[config.mk]
export PLATFORM = sky130hd
export DESIGN_NAME = riscv_if_parcel_queue
export DESIGN_NICKNAME = d
export VERILOG_FILES = /design/src/rtl/riscv_if_pkg.sv /design/src/rtl/riscv_if_parcel_queue.sv
export SDC_FILE = /design/constraint.sdc
export NUM_CORES = 1
export LEC_CHECK = 0
export CAP_MARGIN = 25
export CORE_MARGIN = 10
export CORE_UTILIZATION = 45
export CTS_CLUSTER_DIAMETER = 150
export DETAILED_ROUTE_END_ITERATION = 7
export PLACE_DENSITY = 0.71
export SLEW_MARGIN = 20
export SYNTH_ARGS = -nofsm -noshare
export SYNTH_HDL_FRONTEND = slang
export SYNTH_SLANG_ARGS = --single-unit
[constraint.sdc]
create_clock -name ACLK -period 9.8 [get_ports ACLK]
set_clock_uncertainty 0.1 [all_clocks]
set_input_delay 1.96 -clock ACLK [delete_from_list [all_inputs] [get_ports ACLK]]
set_output_delay 1.96 -clock ACLK [all_outputs]
set_load 0.02 [all_outputs]
[src/rtl/riscv_if_pkg.sv]
// Fetch-side types shared between the instruction-fetch parcel queue and decode.
package riscv_if_pkg;

    localparam int IF_XLEN        = 32;
    localparam int IF_PARCEL_SIZE = 32;

    // Decode consumes this layout directly, so its field widths are fixed here.
    typedef struct packed {
        logic [IF_XLEN-1:0]        pc;
        logic [IF_PARCEL_SIZE-1:0] parcel;
        logic                      misaligned;
    } parcel_entry_t;

    typedef enum logic {
        RUN    = 1'b0,
        LOCKED = 1'b1
    } pq_state_t;

endpackage

[src/rtl/riscv_if_parcel_queue.sv]
// Parcel queue between the icache and decode. Stalls one entry early and locks
// after a misaligned parcel until the pipeline flushes.
module riscv_if_parcel_queue
    import riscv_if_pkg::*;
#(
    parameter int XLEN        = 32,
    parameter int PARCEL_SIZE = 32,
    parameter int DEPTH       = 4
) (
    input  logic                     ACLK,
    input  logic                     ARESETn,
    input  logic                     if_flush,
    input  logic                     if_parcel_valid,
    input  logic [XLEN-1:0]          if_parcel_pc,
    input  logic [PARCEL_SIZE-1:0]   if_parcel,
    input  logic                     if_parcel_misaligned,
    output logic                     if_stall,
    output logic                     pq_valid,
    output logic [XLEN-1:0]          pq_pc,
    output logic [PARCEL_SIZE-1:0]   pq_parcel,
    output logic                     pq_misaligned,
    input  logic                     pq_ready,
    output logic [$clog2(DEPTH):0]   pq_count
);

    localparam int PW = $clog2(DEPTH);
    localparam int CW = PW + 1;

    parcel_entry_t mem [DEPTH];

    logic [PW-1:0] rd_ptr_q, rd_ptr_d;
    logic [PW-1:0] wr_ptr_q, wr_ptr_d;
    logic [CW-1:0] count_q, count_d;
    pq_state_t     state_q, state_d;

    logic          lock;
    logic          full;
    logic          push;
    logic          pop;
    parcel_entry_t wr_entry;
    parcel_entry_t head;

    assign lock = (state_q == LOCKED);
    assign full = (count_q == CW'(DEPTH));

    assign pq_valid = (count_q != '0) && !if_flush;
    assign pop      = pq_valid && pq_ready;
    assign push     = if_parcel_valid && !if_flush && !lock && (!full || pop);

    // Stall one entry early: the icache still delivers the parcel already in flight.
    assign if_stall = (count_q >= CW'(DEPTH - 1)) || lock;
    assign pq_count = count_q;

    assign head          = mem[rd_ptr_q];
    assign pq_pc         = head.pc;
    assign pq_parcel     = head.parcel;
    assign pq_misaligned = head.misaligned;

    always_comb begin
        wr_entry.pc         = if_parcel_pc;
        wr_entry.parcel     = if_parcel;
        wr_entry.misaligned = if_parcel_misaligned;
    end

    // NOTE: every always_comb output gets a default first so no path leaves it
    // unassigned; a missing default infers a latch.
    always_comb begin
        rd_ptr_d = rd_ptr_q;
        wr_ptr_d = wr_ptr_q;
        count_d  = count_q;
        state_d  = state_q;

        if (if_flush) begin
            rd_ptr_d = '0;
            wr_ptr_d = '0;
            count_d  = '0;
            state_d  = RUN;
        end else begin
            if (push) wr_ptr_d = wr_ptr_q + PW'(1);
            if (pop)  rd_ptr_d = rd_ptr_q + PW'(1);
            unique case ({push, pop})
                2'b10:   count_d = count_q + CW'(1);
                2'b01:   count_d = count_q - CW'(1);
                default: count_d = count_q;
            endcase
            if (push && if_parcel_misaligned) state_d = LOCKED;
        end
    end

    // NOTE: sequential state uses non-blocking assignments so every register
    // samples the pre-edge values regardless of statement order.
    always_ff @(posedge ACLK or negedge ARESETn) begin
        if (!ARESETn) begin
            rd_ptr_q <= '0;
            wr_ptr_q <= '0;
            count_q  <= '0;
            state_q  <= RUN;
        end else begin
            rd_ptr_q <= rd_ptr_d;
            wr_ptr_q <= wr_ptr_d;
            count_q  <= count_d;
            state_q  <= state_d;
        end
    end

    // NOTE: storage has no reset; count and pointers alone define which
    // entries are live, so clearing the array would only cost reset fan-out.
    always_ff @(posedge ACLK) begin
        if (push) mem[wr_ptr_q] <= wr_entry;
    end

endmodule

* Yosys cells after proc, flatten, opt, wreduce, memory -nomap -nowiden
Memories as Yosys holds them, arrays and structs flattened. Index checks and enable logic that the tools add are counted. W data, S select, Z words.
Cells by class: add/subtract/negate cells 4, multiply operators 0, divide/modulo/power cells 0, order comparisons 1, equality and inequality tests 3, shifts and indexed selects 0, mux-type cells 10, bitwise operators 0, reduce and logical (&&, ||, !) cells 16
Operators with widths (count):
- $mux W2 | 4
- $logic_and A1 B1 Y1 | 6
- $pmux W3 S2 | 1
- $reduce_bool A2 Y1 | 3
- $reduce_bool A3 Y1 | 2
- $add A2 B1 Y2 const B | 2
- $mux W1 | 4
- $add A3 B1 Y3 const B | 1
- $eq A3 B3 Y1 const B | 1
- $ge A3 B2 Y1 const B | 1
- $logic_not A1 Y1 | 3
- $mux W3 | 1
- $sub A3 B1 Y3 const B | 1
- $eq A2 B1 Y1 const B | 1
- $eq A2 B2 Y1 const B | 1
- $logic_or A1 B1 Y1 | 2
Storage, ports and cells: flip-flop bits (word level) 8, bits in latches 0, RAM bits 260, bits in read-only memories 0, memories 1
Memory list:
- mem | depth 4, bits a word 65, rd ports 1, clocked after Yosys merged registers in 0, wr ports 1, RTL line riscv_if_parcel_queue.sv:29 | parcel_entry_t mem [DEPTH];

* Depth between registers and ports, before layout
Gate-level depths: netlist of run 1.
depth in word-level cells 8, depth in mapped cells 7

* Worst setup path after synthesis of run 1
OpenSTA, ideal clock, no wires.
path type input to register, start point input if_flush, end point memory mem[0][0] (netlist bit) (enable), library setup time 0.430 ns, arrival 4.177 ns, slack 5.093 ns, stages 4, cell sequence buf_4 -> nand2b_2 -> a31oi_4 -> and3_1
On the way: cells in the longest elaborated chain, start to end 7
Ends and longest elaborated chain:
- from (decl) | RTL line riscv_if_parcel_queue.sv:12 | input logic if_flush,
- $logic_not A1 Y1 (*) | RTL line riscv_if_parcel_queue.sv:46, riscv_if_parcel_queue.sv:48
- $logic_and A1 B1 Y1 | RTL line riscv_if_parcel_queue.sv:46 | assign pq_valid = (count_q != '0) && !if_flush;
- $logic_and A1 B1 Y1 | RTL line riscv_if_parcel_queue.sv:47 | assign pop = pq_valid && pq_ready;
- $logic_or A1 B1 Y1 | RTL line riscv_if_parcel_queue.sv:48 | assign push = if_parcel_valid && !if_flush && !lock && (!full || pop);
- $logic_and A1 B1 Y1 (*) | RTL line riscv_if_parcel_queue.sv:48
- $mux W1 (*) | RTL line riscv_if_parcel_queue.sv:109 | if (push) mem[wr_ptr_q] <= wr_entry;
- $mux W1 (implied by the code) (*) | RTL line riscv_if_parcel_queue.sv:109
- to (decl) | RTL line riscv_if_parcel_queue.sv:29
Mark *: on every way between the ends. The rest lies on a longest branch, timed or not.

* Worst setup path after layout of run 1
start point register rd_ptr_q[0], end point output pq_pc[2]
On the way: cells in the longest elaborated chain, start to end 1
Ends and longest elaborated chain:
- from (decl) | RTL line riscv_if_parcel_queue.sv:31 | logic [PW-1:0] rd_ptr_q, rd_ptr_d;
- from (signal assigned) | RTL line riscv_if_parcel_queue.sv:99 | rd_ptr_q <= rd_ptr_d;
- $mem_v2 Z4 W65
- to (decl) | RTL line riscv_if_parcel_queue.sv:19 | output logic [XLEN-1:0] pq_pc,
Every way passes these cells.

==> results of run 1 <==
cell type report:
cell class	count	area [sq um]	share of cell area (%)
clock inverter	13	63.81	0.5110
clock buffer	32	694.4	5.561
sequential	268	8015	64.18
tap	280	350.3	2.805
multi-input combinational	118	1863	14.92
timing repair buffer	144	1486	11.90
inverter	4	15.01	0.1202
power by group:
part           switching [mW]  internal (mW)  total (mW)
logic                   0.177          0.201       0.378
registers              0.0355           1.30        1.33
clock network           0.385          0.500       0.886
layer usage:
layer  share of wire [%]  up-vias  track usage (%)
li1                    -     2040                -
met1                  41     2423            16.83
met2                  50      141            22.31
met3                 7.0       26            3.312
met4                 1.6        0            3.265
met5                   0        -                0
placed cells by master, fill, tap and decap left out, drive strengths merged, types with 3 or more instances in the layout:
| cell type | netlist | layout |
|---|---|---|
| edfxtp | 260 | 260 |
| clkdlybuf4s50 | 0 | 139 |
| mux4 | 65 | 65 |
| clkbuf | 2 | 32 |
| clkinv | 0 | 11 |
| nor2 | 8 | 8 |
| dfrtp | 8 | 8 |
| inv | 4 | 5 |
| buf | 18 | 5 |
| and3 | 4 | 4 |
| nand3 | 4 | 4 |
| ha | 4 | 4 |
| a31oi | 4 | 4 |
| nor3 | 3 | 3 |
| o21ai | 3 | 3 |
| nand2 | 3 | 3 |
worst reg2reg max path: stages, from the launching register on:
cell     delay [ns]
dfrtp_1        0.56
nor2_1         0.18
a31oi_4        0.30
and3_4         0.69
buf_12         0.29
cells by family (layout without fill, tap and decap cells):
family          Yosys count  count (layout)  share of synthesized area, %
compound gates           14              14                         1.097
xor+xnor                  4               4                        0.3490
fa+ha+maj                 5               5                        0.6979
buf+inv                  24             193                         1.882
flops                   268             268                         79.76
mux                      67              67                         14.78
simple gates             28              28                         1.433
worst max path at each step:
stage | from | slack, ns | endpoint | cells after the start
6_report | rd_ptr_q[0] | 4.40 | pq_pc[2] | 3
5_1_grt | rd_ptr_q[0] | 4.10 | pq_pc[2] | 3
2_1_floorplan | if_flush | 5.09 | mem[0][0] | 4
3_5_place_dp | if_flush | 4.37 | pq_valid | 3
3_3_place_gp | if_flush | 4.40 | pq_valid | 3
4_1_cts | rd_ptr_q[0] | 4.25 | pq_pc[2] | 3
registers in the layout, summed over array words and instances, names as in the netlist:
name / cells
lock: 1
mem: 260
pq_count: 3
rd_ptr_q: 2
wr_ptr_q: 2
synth_stat cells (2+ instances only):
cell      number  area [sq um]
edfxtp_1     260          7807
mux4_2        65          1464
buf_2          9         45.04
dfrtp_1        8         200.2
nor2_1         8         30.03
and3_1         4         25.02
buf_12         4         80.08
buf_4          4         30.03
ha_1           4         50.05
inv_1          4         15.01
nand3_1        4         20.02
a31oi_1        3         18.77
nand2_1        3         11.26
nor3_1         3         15.01
o21ai_0        3         15.01
clkbuf_1       2         7.510
mux2i_1        2         20.02
nor2b_1        2         12.51
o211ai_1       2         15.01
xnor2_1        2         17.52
xor2_1         2         17.52
==> run metrics, run 1 <==
number of cell rows 54; worst min-delay path category flip-flop to flip-flop; WHS Endpoint lock; unique cell type count in the Yosys netlist 33; final worst-path setup slack 4.399 ns; largest fanout on the critical path 38; Worst Path Required 7.74 ns; CTS root buffer clkbuf_16; Synth warnings 0; worst slack at placement between 4 and 5 ns; maximum clock path buffer count 3; post-route cell area about 0.012 sq mm; grt total ovfl 0; Syn Nets just under 500; Cell Area, Synth roughly 0.01 sq mm; CORE AREA around 0.022 sq mm; Seq/Total Area, Yosys about 80%; Initial Utilization between 40% and 50%; CTS Sinks 268; DR iter-0 viols 284; outcome complete, no violations; Max Cap Viol 0; largest stage delay on the critical path 0.84 ns; Final Critical Period ~5.4 ns; PwrDens about 210 mW/mm^2; largest net degree at the start of global routing 67; Min-Delay Path Depth 2; worst path cell trace buf_4 -> mux4_2 -> clkdlybuf4s50_1; die width around 170 microns; Die Ht roughly 170 microns; Area Overhead vs Synth 24.39%; fin crit share between 50% and 60%; Total GRT Usage 13.21%; share of cells above drive strength 1 roughly a fifth; TritonRoute pass-1 iters 5; asr flop ratio synth approximately 3.0%; CP arrival approximately 3.3 ns; Port-buffer cells roughly 140; Syn Area/Cell 24.49 sq um; Top delay family on crit path buffers and inverters; Startpoint Class flip-flop; number of global-route vias before repair roughly 5000; total setup buffers inserted after CTS 0; hold buffers post-CTS 0; Peak VDD IR 0.1491 mV; Hold Fails Final Rpt 0; CP Capture Type primary output; fmax around 190 MHz; RePlAce Congestion between 0.7 and 0.8; antenna violations before repair 0; Cells after Synth 410; Hold Crit Start lock; worst skew pair latency around 0.5 ns; setup violators final 0; die area between 0.02 and 0.03 sq mm; r2r endpoint mem[2][44]; FF-to-FF path depth 4; total negative slack 0 ns; Final Power ~2.6 mW; cts bufs inserted 27; Slew Limit Fails 0; WL/cell about 22 microns; FF-to-FF setup slack about 7.3 ns; via/cell ratio approximately 5.4; RSZ-0062 raised after global routing false; first-pass GRT wire length approximately 30000 microns; hpwl dp ~12000 microns; antenna-violating nets left 0; Max stage delay cell, worst path dfrtp_4; placed cell area around 0.012 sq mm; Nets ~640; H-tree levels 1; RR Startpoint pq_count[1]; leading register cell type out of synthesis edfxtp_1; Util after Layout between 50% and 60%; number of fill cells approximately 1600; Lkg Pwr about 4 nW; TritonCTS clock tree done; Ports 140; antenna cell count 0; actual slew at the worst max-slew pin 1.035 ns; placed insts between 800 and 900; #FFs+latches synth between 200 and 300; Crit path buffers/inverters 2; number of synthesized flops with an enable pin 260; Crit Path Class flip-flop to primary output; post-route non-filler standard cell count around 860; Worst slew margin between 30% and 40%; hold slack a little under 0.5 ns; Vias between 4000 and 5000; final WL 19290 microns; drc violations 0; post-CTS sizing 0; Worst-path clk slew around 0.060 ns
No activity file was read; power rests on OpenSTA's default activity.
==> inputs of run 2 (changes only) <==
Clock period 9.8 ns to 5.7 ns, I/O delays scaled along.
==> run metrics, run 2 (synthesized netlist as in run 1, its figures left out) <==
outcome complete, no violations; CTS root buffer clkbuf_16; hpwl dp approximately 12000 microns; share of cells above drive strength 1 between 10% and 20%; largest stage delay on the critical path slightly above 0.7 ns; worst path cell trace buf_12 -> buf_4 -> mux4_2 -> clkdlybuf4s50_1; worst min-delay path category flip-flop to flip-flop; commonest non-fill, non-tap cell in the layout edfxtp_1; WHS Endpoint lock; DR iter-0 viols just over 300; die area 0.02868 sq mm; met3 Use GR ~4.7%; total setup buffers inserted after CTS 0; GR peak layer met2; Nets 640; grt met2 use a little over a fifth; Setup crit start rd_ptr_q[0]; first-pass GRT wire length around 30000 microns; TritonCTS clock tree done; drc violations 0; met1 GRT Util ~17%; Worst-path clk slew approximately 0.06 ns; r2r endpoint mem[2][46]; commonest non-fill, non-tap cells in the layout edfxtp_1, clkdlybuf4s50_1, mux4_2; largest fanout on the critical path 28; Final Critical Period 4.187 ns; maximum clock path buffer count 3; TritonRoute pass-1 iters 6; fmax 238.8 MHz; post-CTS sizing 0; final worst-path setup slack 1.513 ns; PwrDens around 360 mW/mm^2; worst skew pair latency 0.51 ns; WL/cell 22.67 microns; total negative slack 0 ns; antenna-violating nets left 0; Worst Path Required approximately 4.5 ns; Max Cap Viol 0; number of global-route vias before repair between 5000 and 6000; RSZ-0062 raised after global routing false; Total GRT Usage between 10% and 20%; FF-to-FF path depth 4; Worst slew margin a little over 30%; die width roughly 170 microns; Vias approximately 4700; Lkg Pwr a little under 4 nW; via/cell ratio between 5 and 6; Die Ht between 150 and 200 microns; antenna violations before repair 0; Ports between 100 and 150; Crit Path Class flip-flop to primary output; H-tree levels 1; largest net degree at the start of global routing between 60 and 70; Slew Limit Fails 0; CTS Sinks roughly 270; Min-Delay Path Depth 2; setup violators final 0; Peak VDD IR about 0.18 mV; Hold Fails Final Rpt 0; hold buffers post-CTS 0; final WL 19590 microns; grt total ovfl 0; Startpoint Class flip-flop; number of cell rows 54; actual slew at the worst max-slew pin approximately 1.0 ns; RePlAce Congestion 0.7920; fin crit share 73.46%; Initial Utilization a little under half; worst slack at placement approximately 1.8 ns; FF-to-FF setup slack around 3.3 ns; Area Overhead vs Synth 25.36%; Port-buffer cells between 100 and 150; Largest register FFs 260; Biggest register mem; cts bufs inserted 27; Hold Crit Start lock; CP arrival around 3.0 ns; CORE AREA between 0.02 and 0.025 sq mm; RR Startpoint pq_count[0]; CP Capture Type primary output; Max stage delay cell, worst path dfrtp_4
## run 2: changes by cell type in the layout (fill, tap and decap cells not counted), sizes merged
cell | before | now
buf | 5 | 7
bufinv | 0 | 2
clkbuf | 32 | 33
clkinv | 11 | 12
clkinvlp | 1 | 0
diode | 0 | 1
inv | 5 | 4
## run 2: routing by layer
layer / share of wire (%) / wire [microns]
met1: 40 / 7870
met2: 49 / 9529
met3: 10 / 1955
met4: 1.2 / 231
met5: 0 / 0
## run 2: critical path, delay by kind of cell (launching register included)
| family | cells | cell delay, ns |
|---|---|---|
| buf+inv | 3 | 1.15 |
| mux | 1 | 0.54 |
| flops | 1 | 0.71 |
## run 2: worst max path at each step
stage	to	slack, ns	cells after the start
floorplan	mem[0][0]	1.81	4
global placement	pq_parcel[15]	1.80	3
detailed placement	pq_parcel[14]	1.79	3
CTS	pq_parcel[14]	1.24	3
global route	pq_parcel[14]	1.31	4
finish	pq_parcel[14]	1.51	4
## run 2: final cells by class
class | instances | area (sq um)
antenna | 1 | 2.502
clock buffer | 33 | 698.2
clock inverter | 14 | 112.6
fill | 1605 | 9305
inverter | 4 | 15.01
multi-input combinational | 118 | 1863
sequential | 268 | 8015
tap | 280 | 350.3
timing repair buffer | 146 | 1529
## run 2: metrics by stage
| stage | hold slack (ns) | utilization [%] | cells | power (mW) | area (sq um) |
|---|---|---|---|---|---|
| 6_report | 0.4510 | 57.49 | 864 | 4.560 | 12590 |
| 5_1_grt | 0.5341 | 57.48 | 863 | 4.738 | 12580 |
| 4_1_cts | 0.4567 | 56.92 | 858 | 4.610 | 12460 |
| 3_5_place_dp | 0.4439 | 53.22 | 811 | 2.994 | 11650 |
| 3_3_place_gp | 0.4259 | 53.22 | 811 | 2.981 | 11650 |
| 2_1_floorplan | 0.4020 | - | 410 | 2.710 | 10040 |
## run 2: report_power, final
group / switching (mW) / internal (mW) / leakage, nW / total [mW]
Combinational: 0.313 / 0.355 / 1.09 / 0.668
Clock: 0.656 / 0.952 / 0.401 / 1.61
Sequential: 0.0541 / 2.23 / 2.46 / 2.28
Total: 1.02 / 3.54 / 3.96 / 4.56
==> inputs of run 3 (changes only) <==
Settings changed: PLACE_DENSITY 0.71 to 0.73.
Clock period 5.7 ns to 3.65 ns, I/O delays scaled along.
==> run metrics, run 3 (synthesized netlist as in run 1, its figures left out) <==
outcome complete, no violations; Clk pwr share approximately 34%; setup violators final 0; Die Ht about 170 microns; worst skew pair latency slightly above 0.5 ns; RePlAce Congestion approximately 0.76; number of cell rows 54; final WL approximately 20000 microns; grt total ovfl 0; Biggest register mem; Switch Pwr roughly 1.6 mW; Port-buffer cells between 100 and 150; die area 0.02868 sq mm; post-CTS sizing 0; WL/cell roughly 23 microns; Crit Path Class flip-flop to primary output; total setup buffers inserted after CTS 0; fin crit share 94.14%; placed cell area about 0.012 sq mm; met1 GRT Util between 15 and 20%; post-route cell area 0.01263 sq mm; drc violations 0; antenna cell count 0; PwrDens 559.2 mW/mm^2; H-tree levels 1; hpwl dp between 10000 and 15000 microns; Total GRT Usage approximately 14%; Slew Limit Fails 0; Gate power share between 10% and 20%; Max Cap Viol 0; P_int between 5 and 6 mW; Worst slew margin ~69%; actual slew at the worst max-slew pin approximately 0.46 ns; TritonCTS clock tree done; largest net degree at the start of global routing 66; antenna violations before repair 1; Final Critical Period roughly 3.4 ns; via/cell ratio ~5.4; first-pass GRT wire length 31310 microns; TritonRoute pass-1 iters 5; cts bufs inserted 26; Worst-path clk slew approximately 0.06 ns; commonest non-fill, non-tap cell in the layout edfxtp_1; fmax 291.0 MHz; CP arrival around 2.6 ns; commonest non-fill, non-tap cells in the layout edfxtp_1, clkdlybuf4s50_1, mux4_2; maximum clock path buffer count 3; worst min-delay path category input port to async pin; Peak VDD IR about 0.29 mV; Ports between 100 and 150; Lkg Pwr 3.970 nW; die width 169.4 microns; antenna-violating nets left 0; CORE AREA between 0.02 and 0.025 sq mm; share of cells above drive strength 1 between 20% and 30%; Seq pwr share 50.2%; GR peak layer met2; Area Overhead vs Synth 25.85%; CTS Sinks 268; number of global-route vias before repair 5316; hold buffers post-CTS 0; largest fanout on the critical path 15; Hold Fails Final Rpt 0; sw frac between 20% and 30%; Worst Path Required approximately 2.8 ns; total negative slack 0 ns; RSZ-0062 raised after global routing false; DR iter-0 viols 324; CTS root buffer clkbuf_16; CP Capture Type primary output; Nets about 650; Startpoint Class flip-flop; Largest register FFs between 200 and 300; met3 Use GR between 4 and 5%; Initial Utilization a little under half; grt met2 use between 20% and 30%; Vias 4706
run 3: cell count changes in the layout (fill, tap and decap cells not counted), sizes merged:
cell      delta
buf          +7
bufinv       -2
clkbuf       +8
clkinv       -8
clkinvlp     +1
diode        -1
run 3: path summary, 6_finish.rpt:
| kind | startpoint | end | slack, ns | cells past startpoint |
|---|---|---|---|---|
| worst max-delay path | rd_ptr_q[0] | pq_parcel[2] | 0.21 | 3 |
| worst max register to register | pq_count[2] | pq_count[2] | 1.36 | 5 |
| min in group ACLK | lock | lock | 0.48 | 2 |
| worst min register to register | lock | lock | 0.48 | 2 |
| max in group asynchronous | ARESETn | rd_ptr_q[0] | 2.70 | 1 |
| worst min-delay path | ARESETn | lock | 0.42 | 1 |
run 3: cell type report:
class	instances	area [sq um]
Clock buffer	41	758.2
Clock inverter	5	23.77
Fill cell	1610	9256
Inverter	4	15.01
Multi-Input combinational cell	118	1863
Sequential cell	268	8015
Tap cell	280	350.3
Timing Repair Buffer	153	1609
run 3: critical path: stages (launching register included):
cell             delay, ns
dfrtp_4               0.63
buf_4                 0.33
mux4_2                0.56
clkdlybuf4s50_1       0.56
run 3: through the flow:
step,worst slack (ns),hold slack [ns],util (%),total power [mW],std cells
final,0.2140,0.4227,57.72,7.065,869
after global routing,0.06565,0.4321,57.72,7.339,869
after CTS,0.1307,0.4132,57.72,7.163,869
after detailed placement,0.4926,0.4558,54.14,4.725,823
after global placement,0.5689,0.4628,54.14,4.699,823
after floorplan,0.1727,0.3344,-,4.232,410
run 3: routing by layer:
metal,routed length (microns),up-vias,part of all wire (%)
met2,10240,150,51
met3,1727,14,8.6
li1,-,2062,-
met1,7975,2478,40
met4,155,2,0.77
met5,13,-,0.065
run 3: power groups by stage:
stage                     logic [mW]  clock network [mW]  registers [mW]
after floorplan                0.654                   0            3.58
after global placement          1.09                   0            3.61
after CTS                       1.12                2.50            3.55
after global routing            1.16                2.62            3.56
final                           1.09                2.43            3.55
after detailed placement        1.11                   0            3.62
